$ cat src/rtl/ifq.sv
// Instruction fetch queue: prefetches 16-byte lines from the icache into a small ring
// and hands out one instruction per consume. Define IFQ_BYPASS_EN to forward into an empty queue.
module ifq #(
  parameter int                W_DATA   = 32,
  parameter int                W_LINE   = 128,
  parameter int                W_DEPTH  = 2,
  parameter logic [W_DATA-1:0] RESET_PC = 32'h0
) (
  input  logic              clk,
  input  logic              reset,
  output logic [W_DATA-1:0] icache_pcin,
  output logic              icache_ren,
  output logic              icache_abort,
  input  logic [W_LINE-1:0] icache_dout,
  input  logic              icache_dout_valid,
  input  logic              dsp_ren,
  input  logic              dsp_jmp_valid,
  input  logic [W_DATA-1:0] dsp_jmp_addr,
  output logic [W_DATA-1:0] dsp_dout,
  output logic [W_DATA-1:0] dsp_pcout,
  output logic              dsp_empty
);

  localparam int                 DEPTH    = 1 << W_DEPTH;
  localparam logic [W_DEPTH:0]   FULL_CNT = (W_DEPTH+1)'(DEPTH);
  localparam logic [W_DATA-1:0]  PC_BASE  = {RESET_PC[W_DATA-1:4], 4'b0};
  localparam logic [W_DATA-1:0]  LINE_B   = W_DATA'(16);

  typedef enum logic [1:0] {FETCH, WAIT, FULL} state_t;

  state_t              state, state_nxt;
  logic [W_LINE-1:0]   mem [DEPTH];
  logic [W_DEPTH-1:0]  wptr, rptr;
  logic [W_DEPTH:0]    cnt, cnt_nxt;
  logic [1:0]          offset, offset_nxt;
  logic                inflight, inf_nxt;
  logic [W_DATA-1:0]   fetch_pc, fetch_pc_nxt, head_pc, head_pc_nxt;
  logic [W_DATA-1:0]   jmp_line;
  logic [W_LINE-1:0]   line;
  logic [W_DATA-1:0]   word;
  logic                ren, wr, byp, empty_i, consume, pop;
  logic                unused_addr_lsb;

  assign unused_addr_lsb = ^dsp_jmp_addr[1:0];
  assign jmp_line        = {dsp_jmp_addr[W_DATA-1:4], 4'b0};

  always_comb begin
    ren          = 1'b0;
    wr           = 1'b0;
    byp          = 1'b0;
    empty_i      = 1'b1;
    consume      = 1'b0;
    pop          = 1'b0;
    line         = mem[rptr];
    word         = '0;
    cnt_nxt      = cnt;
    inf_nxt      = inflight;
    offset_nxt   = offset;
    fetch_pc_nxt = fetch_pc;
    head_pc_nxt  = head_pc;
    state_nxt    = state;

    ren = reset && (state != FULL) && !dsp_jmp_valid;
    // Only a line we are actually waiting for is accepted; stray or post-reset returns are dropped.
    wr  = reset && icache_dout_valid && inflight && !dsp_jmp_valid;
`ifdef IFQ_BYPASS_EN
    byp = wr && (cnt == '0);
`else
    byp = 1'b0;
`endif
    if (byp) line = icache_dout;
    empty_i = (cnt == '0) && !byp;
    word    = line[W_DATA*int'(offset) +: W_DATA];
    consume = reset && dsp_ren && !empty_i && !dsp_jmp_valid;
    pop     = consume && (offset == 2'd3);

    cnt_nxt = cnt + {{W_DEPTH{1'b0}}, wr} - {{W_DEPTH{1'b0}}, pop};
    if (ren)     inf_nxt = 1'b1;
    else if (wr) inf_nxt = 1'b0;
    if (consume) offset_nxt = offset + 2'd1;
    if (ren)     fetch_pc_nxt = fetch_pc + LINE_B;
    if (pop)     head_pc_nxt  = head_pc + LINE_B;

    if (dsp_jmp_valid) begin
      cnt_nxt      = '0;
      inf_nxt      = 1'b0;
      offset_nxt   = dsp_jmp_addr[3:2];
      fetch_pc_nxt = jmp_line;
      head_pc_nxt  = jmp_line;
    end

    if ((cnt_nxt + {{W_DEPTH{1'b0}}, inf_nxt}) == FULL_CNT) state_nxt = FULL;
    else if (inf_nxt)                                        state_nxt = WAIT;
    else                                                     state_nxt = FETCH;
  end

  always_ff @(posedge clk) begin
    if (!reset) begin
      state    <= FETCH;
      cnt      <= '0;
      wptr     <= '0;
      rptr     <= '0;
      offset   <= 2'd0;
      inflight <= 1'b0;
      fetch_pc <= PC_BASE;
      head_pc  <= PC_BASE;
    end else begin
      state    <= state_nxt;
      cnt      <= cnt_nxt;
      offset   <= offset_nxt;
      inflight <= inf_nxt;
      fetch_pc <= fetch_pc_nxt;
      head_pc  <= head_pc_nxt;
      if (dsp_jmp_valid) begin
        wptr <= '0;
        rptr <= '0;
      end else begin
        if (wr)  wptr <= wptr + W_DEPTH'(1);
        if (pop) rptr <= rptr + W_DEPTH'(1);
      end
    end
  end

  always_ff @(posedge clk) begin
    if (wr) mem[wptr] <= icache_dout;
  end

  assign icache_ren   = ren;
  assign icache_abort = reset && dsp_jmp_valid;
  assign icache_pcin  = reset ? fetch_pc : PC_BASE;
  assign dsp_empty    = !reset || empty_i;
  assign dsp_dout     = reset ? word : '0;
  assign dsp_pcout    = reset ? (head_pc + W_DATA'({offset, 2'b00}) + W_DATA'(4)) : '0;

endmodule

$ cat config.mk
export PLATFORM = sky130hd
export DESIGN_NAME = ifq
export DESIGN_NICKNAME = d
export VERILOG_FILES = /design/src/rtl/ifq.sv
export SDC_FILE = /design/constraint.sdc
export NUM_CORES = 1
export LEC_CHECK = 0
export BUFFER_PORTS_ARGS = -buffer_cell sky130_fd_sc_hd__buf_2
export CORE_MARGIN = 4
export CORE_UTILIZATION = 35
export DETAILED_ROUTE_END_ITERATION = 7
export PLACE_DENSITY = 0.58
export SETUP_SLACK_MARGIN = 0.3
export SLEW_MARGIN = 15
export SYNTH_ARGS = -nofsm -noshare
export SYNTH_HDL_FRONTEND = slang
export SYNTH_SLANG_ARGS = --single-unit
$ cat constraint.sdc
create_clock -name clk -period 10.5 [get_ports clk]
set_input_delay 0.525 -clock clk [delete_from_list [all_inputs] [get_ports clk]]
set_output_delay 0.525 -clock clk [all_outputs]
set_load 0.02 [all_outputs]
* Yosys cells after proc, flatten, opt, wreduce, memory -nomap -nowiden
Memories as Yosys holds them, arrays and structs flattened. A register that Yosys moved wholly into a read port is not among the register bits.
Cells that the tools add are included.
** Storage, ports and cells
- Word-level logic and storage cells :: 66
- Memories :: 1
- Bits in writable memories :: 512
- Register bits after elaboration :: 76
- Input bits :: 165
** Operators by class
- Equal/unequal tests :: 3
- Muxes and demuxes :: 19
- Bitwise logic cells :: 1
- Shifts and indexed selects :: 1
- Reduce and logical (&&, ||, !) cells :: 20
- $add $sub $neg :: 10
** Memories
- mem :: words 4, width 128, read ports 1, clocked after memory_dff 1, write ports 1, RTL line 32 : logic [W_LINE-1:0] mem [DEPTH];
** Operator list (count)
- $mux 32 :: 7
- $shiftx 128x8->32 :: 1
- $add 32x5->32 const B :: 2
- $add 32x3->32 const B :: 1
- $add 32x4->32 :: 1
- $logic_and 1x1->1 :: 10
- $mux 2 :: 5
- $add 2x1->2 const B :: 3
- $add 3x1->3 :: 2
- $mux 1 :: 6
- $reduce_bool 2->1 :: 3
- $reduce_or 2->1 :: 2
- $eq 3x3->1 const B :: 1
- $logic_not 1->1 :: 3
- $logic_not 3->1 :: 1
- $mux 3 :: 1
- $sub 3x1->3 :: 1
- $eq 2x2->1 const B :: 1
- $ne 2x2->1 const B :: 1
- $logic_or 1x1->1 :: 1
- $not 1->1 :: 1

* Longest topological paths before layout
Gate-level depths: netlist of the first run.
- Depth in word-level cells :: 10
- Gate-level depth with buffers :: 14
- Mapped depth without buffers :: 13

* Worst setup path before layout of the first run
OpenSTA, ideal clock, no wires.
- Path kind :: in2reg
- Start :: in dsp_jmp_valid
- End :: mem mem[0][0] (enable)
- Cell stages on the path :: 4
- Setup slack :: 5.933 ns
- Data required time :: 9.997 ns
- Library setup time :: 0.503 ns
- Buffers on the path :: 1
- Arrival time :: 4.065 ns
- Cells stage by stage :: nand2b_1 clkbuf_1 nor2_1 and2_1
** On the way
- Cells in the longest elaborated chain, start to end :: 4
** RTL lines
- from (decl) :: RTL line 17 : input logic dsp_jmp_valid,
- $logic_not 1->1 :: RTL line 65 : wr = reset && icache_dout_valid && inflight && !dsp_jmp_valid;
- $logic_and 1x1->1 :: RTL line 65
- $mux 1 :: RTL line 125 : if (wr) mem[wptr] <= icache_dout;
- $mux 1 (implied by the code) :: RTL line 125
- to (decl) :: RTL line 32
No other way between the ends.

==> impl_metrics.yaml, run 1 <==
setup_path:
  r2r_slack_ns: 6.65
  reg2regPathDepth: 13
  r2r_start: "offset[0]"
  worstPathArrival_ns: 3.90
  cp-end-kind: "output port"
  max_stage_delay_ns: 0.74
  crit_chain: "buf_4 > buf_4 > mux4_2 > mux2i_1 > o22ai_1 > buf_2"
  cp_slowest_cell: "buf_4"
  r2r_end: "state[1]"
  crit_buf_inv: 3
  crit_path_end: "dsp_dout[20]"
  path_class: "reg -> out"
  worst-path-stages: 6
  start_kind: "register"
  cpMostUsedCell: "buf_4"
  critPathRequiredTime_ns: 9.98
  crit_family: "buffers and inverters"
  cp_max_fo: 37
clocking:
  numCtsBuffers: 61
  cts.sinks: 582
  cts_buffer_depth: 3
  cts_tree: "yes"
  h-tree-depth: 2
  root_buffer: "clkbuf_16"
  clkSlewWorstSetupHoldPaths_ns: 0.06
  post_cts_buffers: 0
  insertion_delay_ns: 0.61
  post_cts_resize_count: 0
  hold_buffers: 0
power:
  power.density_nw_per_um2: 177
  power.share.combinational_pct: 4.1
  swShare_pct: 21.2
  p_switching_mw: 1.05
  peakVddDrop_uv: 134
  internal_power_mw: 3.92
  totalPowerFinal_mw: 4.97
  clkPwrFrac_pct: 44.3
  leakagePower_nw: 9.26
  seq_power_share_pct: 51.6
sta:
  max_freq_mhz: 226
  rsz0062_at_grt: "false"
  tns_ns: 0
  setup_viol: 0
  hold_viol: 0
  fin_crit_sh_pct: 42.1
  fin_hold_ws_ns: 0.107
  slew_headroom_pct: 30.6
  skew_ns: 0.0257
  period_needed_ns: 4.42
  worstMarginPinSlew_ns: 1.03
  slew_violations: 0
logic_synthesis:
  synth_area_leader_cell: "edfxtp_1"
  synthFlopType: "edfxtp_1"
  synth_cell_types: 53
  synth.top_cell.area_share_pct: 64.5
  postSynth.asyncResetShare_pct: 0
  ys_warn_count: 0
  avgSynthCellArea_um2: 17.4
  ys_seq_elements: 582
  synth_edf_count: 512
  synth.cell_area_um2: 23800
  synth_area_leaders: "edfxtp_1 64%, mux4_2 12%, dfxtp_1 5.9%"
  syn-instance-count: 1367
  yosysSeqAreaShare_pct: 70.3
placed_design:
  port_buffers: 255
  place_area_um2: 26000
  place_congestion: 0.837
  hpwl_um: 34500
die:
  row_count: 95
  coreArea_um2: 67400
  initial_core_util_pct: 35.4
  top_level_ports: 264
  dieArea_um2: 72400
  die_h_um: 269
  die_w_um: 269
final_layout:
  nNetsFinal: 1800
  fin_area_um2: 28100
  seqCellArea_um2: 16800
  fillCellCount: 6052
  drive_above_1_share_pct: 30.7
  utilization_pct: 41.7
  multi_input_area_um2: 6680
  area_growth_pct: 18.0
outcome:
  status: "finished clean"
min_path:
  hp-class: "in -> reg"
  min_from: "icache_dout[48]"
drt:
  drc: 0
  initialDrtViolationCount: 905
  firstDrtPassIters: 5
  wl_per_cell_um: 21.9
  vias: 13028
  antenna_left: 0
  routed_wl_um: 55900
  vias_per_cell: 5.10
grt:
  first_global_vias: 13571
  antenna_found_initial: 14
  grt_max_degree: 106
  track_usage_pct: 15.2
  grt_pass1_wl_um: 83500
  grt-ovfl-total: 0
job:
  max_cap_violations: 0
-- metrics by stage --
step | std cells | setup slack (ns)
after floorplan | 1372 | 5.93
after global placement | 2433 | 5.75
after detailed placement | 2433 | 5.67
after CTS | 2548 | 5.76
after global routing | 2550 | 5.60
final | 2553 | 6.08
-- power by group through the flow --
stage                     sequential, mW  combinational [mW]  clock, mW
after detailed placement            2.61               0.208          0
after global placement              2.61               0.203          0
after global routing                2.57               0.224       2.36
after floorplan                     2.60               0.116          0
after CTS                           2.56               0.208       2.27
final                               2.56               0.206       2.20
-- placed cells by master (no fill, tap or decap), drive strengths merged, types with 46 or more instances in the layout --
cell type	count
edfxtp	512
buf	274
mux4	128
clkbuf	72
dfxtp	70
and2	70
mux2i	66
nand2	52
a21oi	47
xnor2	46
-- logic make-up (layout without fill, tap and decap cells) --
| group | after synthesis | in the layout | synth area share [%] |
|---|---|---|---|
| compound gates | 136 | 136 | 3.28 |
| buf+inv | 102 | 405 | 1.78 |
| other cells | 1 | 11 | 0.0157 |
| flops | 582 | 582 | 70.3 |
| mux | 194 | 194 | 14.9 |
| fa+ha+maj | 12 | 12 | 0.661 |
| xor+xnor | 82 | 82 | 3.01 |
| simple gates | 258 | 258 | 6.03 |
-- worst min path at each step --
stage,to,cells past startpoint,slack (ns)
2_1_floorplan,wptr[1],2,0.47
3_3_place_gp,fetch_pc[31],2,0.50
3_5_place_dp,fetch_pc[31],2,0.50
4_1_cts,mem[0][113],1,0.05
5_1_grt,mem[2][102],1,0.06
6_report,mem[1][48],1,0.11
-- synthesized netlist by cell type (all sizes together) (2+ instances only) --
| library cell | number |
|---|---|
| mux4 | 128 |
| o21a | 2 |
| and2 | 70 |
| ha | 11 |
| and4 | 5 |
| a211oi | 2 |
| inv | 16 |
| nor2b | 6 |
| nand4 | 28 |
| a21oi | 47 |
| buf | 27 |
| dfxtp | 70 |
| nand2b | 6 |
| and3 | 5 |
| nor3 | 14 |
| edfxtp | 512 |
| a21boi | 3 |
| or4b | 2 |
| o22ai | 32 |
| a221oi | 3 |
| mux2i | 66 |
| nand3 | 26 |
| clkbuf | 59 |
| xnor2 | 46 |
| or4 | 2 |
| o21ai | 37 |
| a31oi | 4 |
| xor2 | 36 |
| nor2 | 28 |
| nor4 | 10 |
| nand2 | 52 |
-- state kept, by name (all words and copies together) (netlist names), named ones only --
| signal | count |
|---|---|
| state | 2 |
| inflight | 1 |
| fetch_pc | 28 |
| mem | 512 |
| head_pc | 28 |
| offset | 2 |
| wptr | 2 |
| cnt | 3 |
| rptr | 2 |
-- final cells by class --
type	count	share of cell area (%)
Inverter	16	0.213
Timing Repair Buffer	274	5.04
Clock buffer	72	5.65
Sequential cell	582	59.7
Tap cell	873	3.88
Multi-Input combinational cell	688	23.7
Antenna cell	5	0.0445
Clock inverter	43	1.75
-- routing by layer --
metal / GRT usage, % / vias to the layer above / part of all wire, %
li1: - / 5915 / -
met1: 20.0 / 6645 / 42
met2: 25.4 / 358 / 49
met3: 3.50 / 96 / 6.3
met4: 4.35 / 14 / 2.5
met5: 0 / - / 0.18
No activity file was read; power rests on OpenSTA's default activity.
==> run 2, diff against run 1 <==
Settings changed: ABC_AREA from default to 1, PLACE_DENSITY 0.58 to 0.6.
Clock period 10.5 ns to 3.7 ns, I/O delays scaled along.
==> impl_metrics.yaml, run 2 <==
power:
  power.density_nw_per_um2: 468
  leakagePower_nw: 11.8
  peakVddDrop_uv: 384
  totalPowerFinal_mw: 14.8
grt:
  antenna_found_initial: 11
  grt_max_degree: 203
  track_usage_pct: 19.2
  grtUsageMet1_pct: 25.3
  first_global_vias: 19129
  use_met3_pct: 5.27
  grt-ovfl-total: 0
  grt_pass1_wl_um: 115000
  busiest_layer: "met2"
  met2_usage_pct: 30.7
logic_synthesis:
  avgSynthCellArea_um2: 10.2
  synth_edf_count: 512
  synth.top_cell.area_share_pct: 60.2
  ys_warn_count: 0
  netlist_top_cells_count: "512 x edfxtp_1, 472 x nor2_1, 375 x nand2_1, 307 x o21ai_0, 180 x inv_1"
  ys_seq_elements: 582
  synth_area_leader_cell: "edfxtp_1"
  yosysSeqAreaShare_pct: 65.7
  yosysMostFrequentCell: "edfxtp_1"
  synth_cell_types: 37
  postSynth.asyncResetShare_pct: 0
  synthFlopType: "edfxtp_1"
  syn-instance-count: 2493
  synth.cell_area_um2: 25500
  synth_area_leaders: "edfxtp_1 60%, nor2_1 6.9%, o21ai_0 6.0%"
sta:
  worstMarginPinSlew_ns: 1.02
  setup_viol: 0
  max_freq_mhz: 302
  slew_headroom_pct: 31.5
  hold_viol: 0
  slew_violations: 0
  skew_ns: 0.0516
  fin_crit_sh_pct: 89.5
  rsz0062_at_grt: "false"
  period_needed_ns: 3.31
die:
  top_level_ports: 264
  die_w_um: 278
  dieArea_um2: 77400
  initial_core_util_pct: 35.5
  coreArea_um2: 72000
  die_h_um: 278
  row_count: 98
placed_design:
  place_congestion: 0.910
  place_area_um2: 27700
  dp.cells: 3599
  hpwl_um: 48700
  port_buffers: 255
final_layout:
  final_cells: 3880
  largest_reg_flops: 512
  multi_input_area_um2: 7410
  largest_register: "mem"
  mostFrequentLayoutCells: "512 x edfxtp_1, 467 x nor2_1, 375 x nand2_1"
  nNetsFinal: 3048
  drive_above_1_share_pct: 14.2
  final_common_cell: "edfxtp_1"
  utilization_pct: 43.8
  largestRegisters: "mem x512, fetch_pc x28, head_pc x28"
  fin_area_um2: 31500
  area_growth_pct: 23.4
  fillCellCount: 6724
  seqCellArea_um2: 16800
setup_path:
  cp-end-kind: "output port"
  start_kind: "register"
  r2r_slack_ns: 0.88
  path_class: "reg -> out"
  critPathRequiredTime_ns: 3.51
  max_stage_delay_ns: 0.51
  crit_family: "compound AO/OA/AOI/OAI gates"
  cp_max_fo: 202
  cp_slowest_cell: "buf_16"
  crit_buf_inv: 2
  crit_chain: "buf_16 > o21ai_0 > o211ai_1 > nand3_1 > a21oi_1 > buf_2"
  worstPathArrival_ns: 3.13
drt:
  drc: 0
  vias: 19742
  firstDrtPassIters: 5
  initialDrtViolationCount: 1651
  vias_per_cell: 5.09
  wl_per_cell_um: 19.8
  antenna_left: 0
  routed_wl_um: 76800
clocking:
  root_buffer: "clkbuf_16"
  h-tree-depth: 3
  cts_buffer_depth: 3
  cts_tree: "yes"
  clkSlewWorstSetupHoldPaths_ns: 0.05
  insertion_delay_ns: 0.62
  numCtsBuffers: 68
  cts.sinks: 582
job:
  max_cap_violations: 0
min_path:
  hp-class: "in -> reg"
outcome:
  status: "finished clean"
==> run 2: changes by cell type after synthesis, moves of 46 or more <==
cell,change
mux2i_1,-66
a21oi_1,+51
nand2_1,+323
nand3_1,+72
inv_1,+164
nor2_1,+444
o21ai_0,+270
xnor2_1,-46
and2_1,-66
mux4_2,-128
o211ai_1,+67
==> run 2: logic make-up (layout without fill, tap and decap cells) <==
group / after synthesis / in the layout / share of synthesized area (%)
buffers and inverters: 326 / 753 / 5.55
DFF: 582 / 582 / 65.7
AOI/OAI and AO/OA: 576 / 576 / 12.4
xor gates and xnor gates: 15 / 15 / 0.514
adders and majority gates: 12 / 12 / 0.617
other: 1 / 11 / 0.0147
and+or+nand+nor: 981 / 981 / 15.3
==> run 2: stage by stage <==
stage	hold WS, ns	setup slack [ns]	TNS [ns]
final	0.0315	0.389	0
after global routing	0.0193	0.314	0
after CTS	0.00428	0.363	0
after detailed placement	0.400	0.869	0
after global placement	0.393	0.851	0
after floorplan	0.284	-0.870	-445.50
==> run 2: worst paths after layout <==
check,from,endpoint,cells after the start
worst max-delay path,register,dsp_dout[20],6
worst min-delay path,dsp_jmp_addr[16],fetch_pc[16],5
worst max register to register,offset[1],state[0],15
worst min register to register,rptr[0],rptr[0],2
==> run 2: routing by layer <==
metal | vias up | share of wire, %
li1 | 9370 | -
met1 | 9546 | 42
met2 | 687 | 47
met3 | 127 | 8.0
met4 | 12 | 3.2
met5 | - | 0.082
==> run 2: tightest hold or removal path, cell delays in order <==
cell	delay (ns)
buf_2	0.08
nand2_1	0.11
o21ai_0	0.11
a31oi_1	0.04
nor2_1	0.07
==> run 2: report_power, final <==
group,internal (mW),switching [mW],total [mW]
registers,7.19,0.0677,7.26
clock network,3.91,2.73,6.64
logic,0.322,0.543,0.865
==> run 2: layout make-up <==
class	count	area share [%]
antenna	5	0.0397
timing repair inverter	1	0.0238
clock inverter	37	1.42
tap	950	3.77
clock buffer	87	5.69
multi-input combinational	1590	23.5
timing repair buffer	440	10.1
inverter	188	2.27
sequential	582	53.2
==> run 2: timing repair <==
action                     CTS  global route
setup endpoints to repair    4             9
resized for setup            1             2
pin swaps                    0             0
hold endpoints to repair   543             0
cloned                       1             0
setup buffers                0             2
hold buffers               149             0
==> run 3, diff against run 2 <==
Settings changed: CTS_BUF_LIST from default to sky130_fd_sc_hd__clkbuf_16, HOLD_SLACK_MARGIN from default to 0.15.
==> impl_metrics.yaml, run 3 (synthesis results as in run 2) <==
final_layout:
  largestRegisters: "mem x512, fetch_pc x28, head_pc x28"
  final_common_cell: "edfxtp_1"
  area_growth_pct: 23.8
  largest_reg_flops: 512
  final_cells: 3894
  nNetsFinal: 3061
  fin_area_um2: 31600
  drive_above_1_share_pct: 14.1
  largest_register: "mem"
  mostFrequentLayoutCells: "512 x edfxtp_1, 467 x nor2_1, 375 x nand2_1"
die:
  top_level_ports: 264
  initial_core_util_pct: 35.5
  dieArea_um2: 77400
  die_h_um: 278
  row_count: 98
  die_w_um: 278
  coreArea_um2: 72000
grt:
  grt_pass1_wl_um: 116000
  grt_max_degree: 203
  first_global_vias: 19200
  antenna_found_initial: 11
  track_usage_pct: 19.2
  grt-ovfl-total: 0
clocking:
  cts_buffer_depth: 3
  insertion_delay_ns: 0.62
  numCtsBuffers: 68
  h-tree-depth: 3
  clkSlewWorstSetupHoldPaths_ns: 0.05
  cts_tree: "yes"
  cts.sinks: 582
  root_buffer: "clkbuf_16"
setup_path:
  reg2regPathDepth: 15
  r2r_slack_ns: 0.87
  cp-end-kind: "output port"
  critPathRequiredTime_ns: 3.51
  r2r_start: "offset[1]"
  path_class: "reg -> out"
  cp_max_fo: 202
  r2r_end: "state[0]"
  start_kind: "register"
  worstPathArrival_ns: 3.13
sta:
  hold_viol: 0
  period_needed_ns: 3.31
  skew_ns: 0.0523
  rsz0062_at_grt: "false"
  slew_violations: 0
  fin_crit_sh_pct: 89.5
  worstMarginPinSlew_ns: 1.04
  setup_viol: 0
  fin_hold_ws_ns: 0.165
  tns_ns: 0
  max_freq_mhz: 302
  slew_headroom_pct: 30.5
placed_design:
  hpwl_um: 48700
  port_buffers: 255
  dp.cells: 3599
  place_area_um2: 27700
  place_congestion: 0.910
drt:
  drc: 0
  vias: 19807
  initialDrtViolationCount: 1659
  antenna_left: 0
  routed_wl_um: 77100
  vias_per_cell: 5.09
  wl_per_cell_um: 19.8
  firstDrtPassIters: 7
min_path:
  min_from: "dsp_jmp_addr[25]"
  min_to: "fetch_pc[25]"
  whs_path_depth: 5
  hp-class: "in -> reg"
job:
  max_cap_violations: 0
power:
  leakagePower_nw: 11.9
  totalPowerFinal_mw: 14.7
  peakVddDrop_uv: 385
  power.density_nw_per_um2: 465
outcome:
  status: "finished clean"
-- run 3: cell type report --
class / instances / area (um^2)
diodes: 6 / 15.0
clock buffers: 68 / 1700
clock inverters: 56 / 518
fillers: 6708 / 40300
inverters: 188 / 716
multi-input cells: 1590 / 7410
flip-flops and latches: 582 / 16800
well taps: 950 / 1190
repair buffers: 453 / 3300
repair inverters: 1 / 7.51
-- run 3: how the worst max path moves through the flow --
stage                        from  slack, ns            to
floorplan           dsp_jmp_valid      -0.87     mem[0][0]
global placement        offset[1]       0.85      state[0]
detailed placement      offset[0]       0.87   dsp_dout[5]
CTS                     offset[0]       0.36   dsp_dout[2]
global route            offset[0]       0.31  dsp_dout[26]
finish                   register       0.39  dsp_dout[20]
-- run 3: per-layer routing --
layer,routed length [um],vias to the layer above,GRT usage (%)
met5,63,-,0
met4,2410,12,6.39
met3,6490,127,5.24
met2,35900,696,30.8
met1,32200,9575,25.3
li1,-,9397,-
-- run 3: worst max-delay path, stage by stage (launching register included) --
cell and delay, ns:
dfxtp_4 0.39, buf_16 0.50, o21ai_0 0.25, o211ai_1 0.25
nand3_1 0.31, a21oi_1 0.34, buf_2 0.22
-- run 3: metrics by stage --
stage	utilization, %	setup WS, ns
after global routing	43.9	0.314
after floorplan	-	-0.870
after detailed placement	38.6	0.869
after CTS	43.9	0.363
final	44.0	0.388
after global placement	38.6	0.851
-- run 3: repair_timing --
item / CTS / global route
hold endpoints to repair: 575 / 0
hold buffers: 162 / 0
gates cloned: 1 / 0
setup buffers: 0 / 2
setup endpoints to repair: 4 / 9
resized for setup: 1 / 2
-- run 3: power by group --
group          switching (mW)  internal (mW)  total [mW]
logic                   0.546          0.331       0.877
registers              0.0678           7.19        7.26
clock network            2.74           3.82        6.56
